==> src/rtl/sprite_line_fetcher.sv <==
// sprite_line_fetcher
//   Fetches one 8-pixel sprite row from the sprite ROM per scanline and replays it
//   as a registered per-pixel opacity flag while the display x-counter sweeps the
//   sprite's horizontal span.
//
// Ports
//   clk, reset        system clock, synchronous active-high reset
//   fetch_start       one-cycle fetch request (h-blank), accepted in IDLE/READY only
//   sprite_id         sprite to fetch (latched on accepted fetch_start)
//   orientation       0=UP 1=RIGHT 2=DOWN 3=LEFT (latched)
//   line_index        sprite row 0..7 (latched)
//   sprite_x          left screen column of the sprite (latched)
//   pixel_x           current display column
//   pixel_valid       high in active video
//   rom_read_enable   one-cycle ROM read strobe
//   rom_sprite_id,
//   rom_orientation,
//   rom_line_index    ROM address, held stable from the latch until the next fetch
//   rom_data          ROM row, MSB = leftmost pixel, 0 = opaque, 1 = transparent
//   busy              fetch in progress
//   line_ready        line buffer holds a valid row
//   pixel_opaque      registered: pixel_x hits an opaque pixel of the buffered row
module sprite_line_fetcher #(
  parameter int ROM_LATENCY  = 1,
  parameter int SCALE_LOG2   = 0,
  parameter int SPRITE_COUNT = 9
) (
  input  logic       clk,
  input  logic       reset,
  input  logic       fetch_start,
  input  logic [3:0] sprite_id,
  input  logic [1:0] orientation,
  input  logic [2:0] line_index,
  input  logic [9:0] sprite_x,
  input  logic [9:0] pixel_x,
  input  logic       pixel_valid,
  output logic       rom_read_enable,
  output logic [3:0] rom_sprite_id,
  output logic [1:0] rom_orientation,
  output logic [2:0] rom_line_index,
  input  logic [7:0] rom_data,
  output logic       busy,
  output logic       line_ready,
  output logic       pixel_opaque
);

  typedef enum logic [1:0] {
    ST_IDLE,
    ST_REQ,
    ST_WAIT,
    ST_READY
  } state_t;

  localparam int         SPAN_W   = 8 << SCALE_LOG2;
  localparam logic [4:0] ID_LIMIT = 5'(SPRITE_COUNT);
  localparam logic [1:0] LAT_LAST = 2'(ROM_LATENCY - 1);

  state_t      state_q, state_d;
  logic [3:0]  id_q, id_d;
  logic [1:0]  orient_q, orient_d;
  logic [2:0]  line_q, line_d;
  logic [9:0]  sx_q, sx_d;
  logic [1:0]  lat_cnt_q, lat_cnt_d;
  logic [7:0]  line_buf_q, line_buf_d;
  logic        pixel_opaque_q, pixel_opaque_d;

  logic        id_blank;
  logic [10:0] px_ext, sx_ext, sx_end, offset;
  logic [2:0]  col;
  logic        hit;

  // IDs beyond the populated part of the ROM are never read; they become a blank row.
  assign id_blank = ({1'b0, id_q} >= ID_LIMIT);

  // Span compare is done in 11 bits so a sprite near column 1023 clips at the
  // right edge instead of wrapping its tail around to column 0.
  assign px_ext = {1'b0, pixel_x};
  assign sx_ext = {1'b0, sx_q};
  assign sx_end = sx_ext + 11'(SPAN_W);
  assign offset = px_ext - sx_ext;
  assign col    = 3'(offset >> SCALE_LOG2);
  assign hit    = pixel_valid && (px_ext >= sx_ext) && (px_ext < sx_end);

  // Next-state logic for the fetch FSM plus the line buffer and address latch.
  always_comb begin
    state_d         = state_q;
    id_d            = id_q;
    orient_d        = orient_q;
    line_d          = line_q;
    sx_d            = sx_q;
    lat_cnt_d       = lat_cnt_q;
    line_buf_d      = line_buf_q;
    rom_read_enable = 1'b0;
    busy            = 1'b0;

    case (state_q)
      ST_IDLE, ST_READY: begin
        if (fetch_start) begin
          id_d     = sprite_id;
          orient_d = orientation;
          line_d   = line_index;
          sx_d     = sprite_x;
          state_d  = ST_REQ;
        end
      end
      ST_REQ: begin
        busy = 1'b1;
        if (id_blank) begin
          line_buf_d = 8'hFF;
          state_d    = ST_READY;
        end else begin
          rom_read_enable = 1'b1;
          lat_cnt_d       = 2'd0;
          state_d         = ST_WAIT;
        end
      end
      ST_WAIT: begin
        busy = 1'b1;
        if (lat_cnt_q == LAT_LAST) begin
          line_buf_d = rom_data;
          state_d    = ST_READY;
        end else begin
          lat_cnt_d = lat_cnt_q + 2'd1;
        end
      end
      default: state_d = ST_IDLE;
    endcase
  end

  // An accepted refetch blanks the output on the very next pixel so the old row
  // is never shown once a new one has been requested.
  always_comb begin
    pixel_opaque_d = (state_q == ST_READY) && !fetch_start && hit && !line_buf_q[3'd7 - col];
  end

  // State and datapath registers; reset discards anything in flight from the ROM.
  always_ff @(posedge clk) begin
    if (reset) begin
      state_q        <= ST_IDLE;
      id_q           <= 4'd0;
      orient_q       <= 2'd0;
      line_q         <= 3'd0;
      sx_q           <= 10'd0;
      lat_cnt_q      <= 2'd0;
      line_buf_q     <= 8'hFF;
      pixel_opaque_q <= 1'b0;
    end else begin
      state_q        <= state_d;
      id_q           <= id_d;
      orient_q       <= orient_d;
      line_q         <= line_d;
      sx_q           <= sx_d;
      lat_cnt_q      <= lat_cnt_d;
      line_buf_q     <= line_buf_d;
      pixel_opaque_q <= pixel_opaque_d;
    end
  end

  assign rom_sprite_id   = id_q;
  assign rom_orientation = orient_q;
  assign rom_line_index  = line_q;
  assign line_ready      = (state_q == ST_READY);
  assign pixel_opaque    = pixel_opaque_q;

endmodule

==> config.mk <==
export PLATFORM = sky130hd
export DESIGN_NAME = sprite_line_fetcher
export DESIGN_NICKNAME = d
export VERILOG_FILES = /design/src/rtl/sprite_line_fetcher.sv
export SDC_FILE = /design/constraint.sdc
export NUM_CORES = 1
export LEC_CHECK = 0
export BUFFER_PORTS_ARGS = -buffer_cell sky130_fd_sc_hd__buf_2
export CORE_AREA = 2 2 66 68
export CTS_CLUSTER_SIZE = 24
export DETAILED_ROUTE_END_ITERATION = 12
export DIE_AREA = 0 0 68 70
export PLACE_DENSITY = 0.82
export SLEW_MARGIN = 20
export SYNTH_ARGS = -nofsm -noshare
export SYNTH_HDL_FRONTEND = slang
export SYNTH_SLANG_ARGS = --single-unit
==> constraint.sdc <==
create_clock -name clk -period 5.4 [get_ports clk]
set_input_delay 1.08 -clock clk [delete_from_list [all_inputs] [get_ports clk]]
set_output_delay 1.08 -clock clk [all_outputs]
set_load 0.1 [all_outputs]
==> qor.txt <==
status -> finished clean
minimum clock period -> 2.67 ns
Hold Path Class -> reg2reg
CTS Root Cell -> clkbuf_8
I/O pin cnt -> 54
TritonRoute pass-1 iters -> 4
pin count of the biggest net entering global routing -> 33
WP buf/inv -> 1
gpl congestion -> 0.752
Synth Cell Area -> 1970 um^2
Fmax achieved -> 375 MHz
Final setup viols -> 0
Worst Setup Start Kind -> flip-flop
worst reg2reg path startpoint -> state_q[0]
Remaining DRCs -> 0
initial antenna violation count -> 0
asr flop ratio synth -> 0%
Setup crit start -> rom_sprite_id[2]
crit-path max cell delay -> 0.42 ns
FF/Latch Area -> 641 um^2
number of global-route vias before repair -> 1694
final wirelength -> 3.99 mm
core area -> 4140 um^2
Core Rows -> 24
Multi-input gate area -> 1220 um^2
Synth Warn # -> 0
GRT Overall Usage -> 18.4%
PortBufs -> 53
Syn-to-layout area delta -> 19.2%
Mapped Cells -> 233
RSZ-0062 raised after global routing -> no
compound-gate portion of the synthesized area -> 16.9%
DP HPWL -> 3.14 mm
Worst VDD drop -> 0.571 mV
Post-synth EDFFs -> 0
Initial Utilization -> 47.4%
CP arrival -> 1.59 ns
Via Count -> 1714
Worst slew margin -> 50.9%
Max Root-Sink Buffers -> 2
Die ar. -> 4760 um^2
Worst EP required -> 4.32 ns
Synth top cells by count -> nand2_1, dfxtp_1, a21oi_1, ha_1, inv_1
CTS H-Tree Depth -> 2
Simple-Gate Fraction of Synth Area -> 22.8%
most common cell in the synthesized netlist -> nand2_1
worst-path cell with the longest stage delay -> buf_2
CTS tree -> yes
hold path start -> rom_line_index[1]
final setup TNS -> 0 ns
vias per cell -> 5.07
P_leak -> 0.976 nW
Syn Nets -> 298
largest family of logic cells by synthesized area -> simple AND/OR/NAND/NOR gates
crit-path cells -> o31ai_4, and2_1, buf_2
post-DR wirelength/cell -> 11.8 um
leading area contributor after synthesis -> dfxtp_1
clock latency on the worst-skew pair -> 0.27 ns
post-synthesis mux area share -> 3.82%
clk sinks -> 32
Tot Pwr -> 1.06 mW
Final period util -> 49.4%
Synth Register Bits -> 32
clock transition at the registers of the reported paths -> 0.06 ns
Ant. Diodes -> 0
Synth Area in XOR/XNOR -> 2.67%
Nets -> 351
Main synth FF type -> dfxtp_1
Hold Buf Count CTS -> 0
post-CTS sizing -> 0
total CTS buffers -> 5
first-pass GRT wire length -> 6.91 mm
initial detailed-routing violation count -> 58
Post-DRT Antenna Nets -> 0
top cells by area, synth -> dfxtp_1, ha_1, nand2_1
die width -> 68 um
Max-Cap Viols -> 0
Power Density -> 454 nW/um^2
CP delay by family, top -> buffers and inverters
kind of critical path -> reg2out
worst-case clock skew -> 0.00436 ns
final hold vios -> 0
Post-Synthesis Mean Instance Area -> 8.44 um^2
Slew Limit Fails -> 0
Die H -> 70 um
fill count -> 388
post-CTS setup buffer count -> 0
post-synth top area share -> 32.6%
Max FO, Critical Path -> 4
crit end category -> output port
Unique masters post-synth -> 45
Worst Tran Pin Value -> 0.736 ns
Synth Area in Adders -> 15.7%
sequential fraction of the synthesis area -> 32.6%
layout cells sized above 1 -> 24.8%
GR Overflow Total -> 0
## cell usage in the layout, fill, tap and decap left out, drive strengths merged, types with 2 or more instances in the layout
| cell | Yosys | layout |
|---|---|---|
| nand4 | 2 | 2 |
| o21ai | 15 | 15 |
| nand2b | 9 | 9 |
| or2 | 2 | 2 |
| o21a | 2 | 2 |
| nand3 | 4 | 4 |
| dfxtp | 32 | 32 |
| nand2 | 43 | 43 |
| clkbuf | 5 | 6 |
| a21oi | 27 | 27 |
| nor2 | 5 | 5 |
| nand3b | 8 | 8 |
| xnor2 | 6 | 6 |
| buf | 2 | 53 |
| and2 | 2 | 2 |
| mux4 | 2 | 2 |
| clkinv | 1 | 2 |
| inv | 19 | 19 |
| ha | 23 | 23 |
| nor2b | 3 | 3 |
| nor3 | 6 | 6 |
## path summary, 6_finish.rpt
kind | to | slack [ns] | cells after the start
setup / recovery | rom_read_enable | 2.73 | 3
hold / removal | rom_line_index[1] | 0.45 | 2
setup reg to reg | line_buf_q[4] | 3.33 | 7
hold reg to reg | rom_line_index[1] | 0.45 | 2
## registers in the layout, indices dropped and copies added, names as in the netlist
signal           count
line_buf_q           8
pixel_opaque         1
rom_orientation      2
lat_cnt_q            2
state_q              2
sx_q                10
rom_sprite_id        4
rom_line_index       3
## cells by family after synthesis
logic type / after synthesis
compound gates: 54
xor+xnor: 6
fa+ha+maj: 24
buf+inv: 27
flops: 32
mux: 3
simple gates: 87
## metrics by stage
step	cells	instance area [um^2]	setup slack, ns	utilization (%)	hold WS, ns
after floorplan	233	1970	2.40	-	0.436
after global placement	331	2260	2.72	54.6	0.440
after detailed placement	331	2260	2.66	54.6	0.446
after CTS	338	2340	2.71	56.5	0.455
after global routing	338	2340	2.66	56.5	0.480
final	338	2340	2.73	56.5	0.450
## report_power, final
group / switching [mW] / internal, mW
logic: 0.413 / 0.160
clock network: 0.0809 / 0.0874
registers: 0.0401 / 0.282
total: 0.534 / 0.529
## worst reg2reg max path, cell delays in order, from the launching register on
cell	delay, ns
dfxtp_1	0.38
inv_1	0.06
ha_1	0.36
nor2b_2	0.28
a211oi_4	0.56
nand3b_1	0.16
o21ai_1	0.12
nand2b_1	0.06
## routing by layer
layer	vias up	track usage, %	wire (um)
met4	0	6.00	60
li1	908	-	-
met2	33	32.6	2000
met3	5	3.70	145
met5	-	0	0
met1	768	21.5	1780
## area by class of cell
class	instances	area share, %
clock buffers	6	3.10
flip-flops and latches	32	27.4
multi-input cells	174	51.9
inverters	20	3.31
clock inverters	1	0.214
repair buffers	53	11.3
well taps	52	2.78
Note: power is estimated with default switching activity, not from simulation.
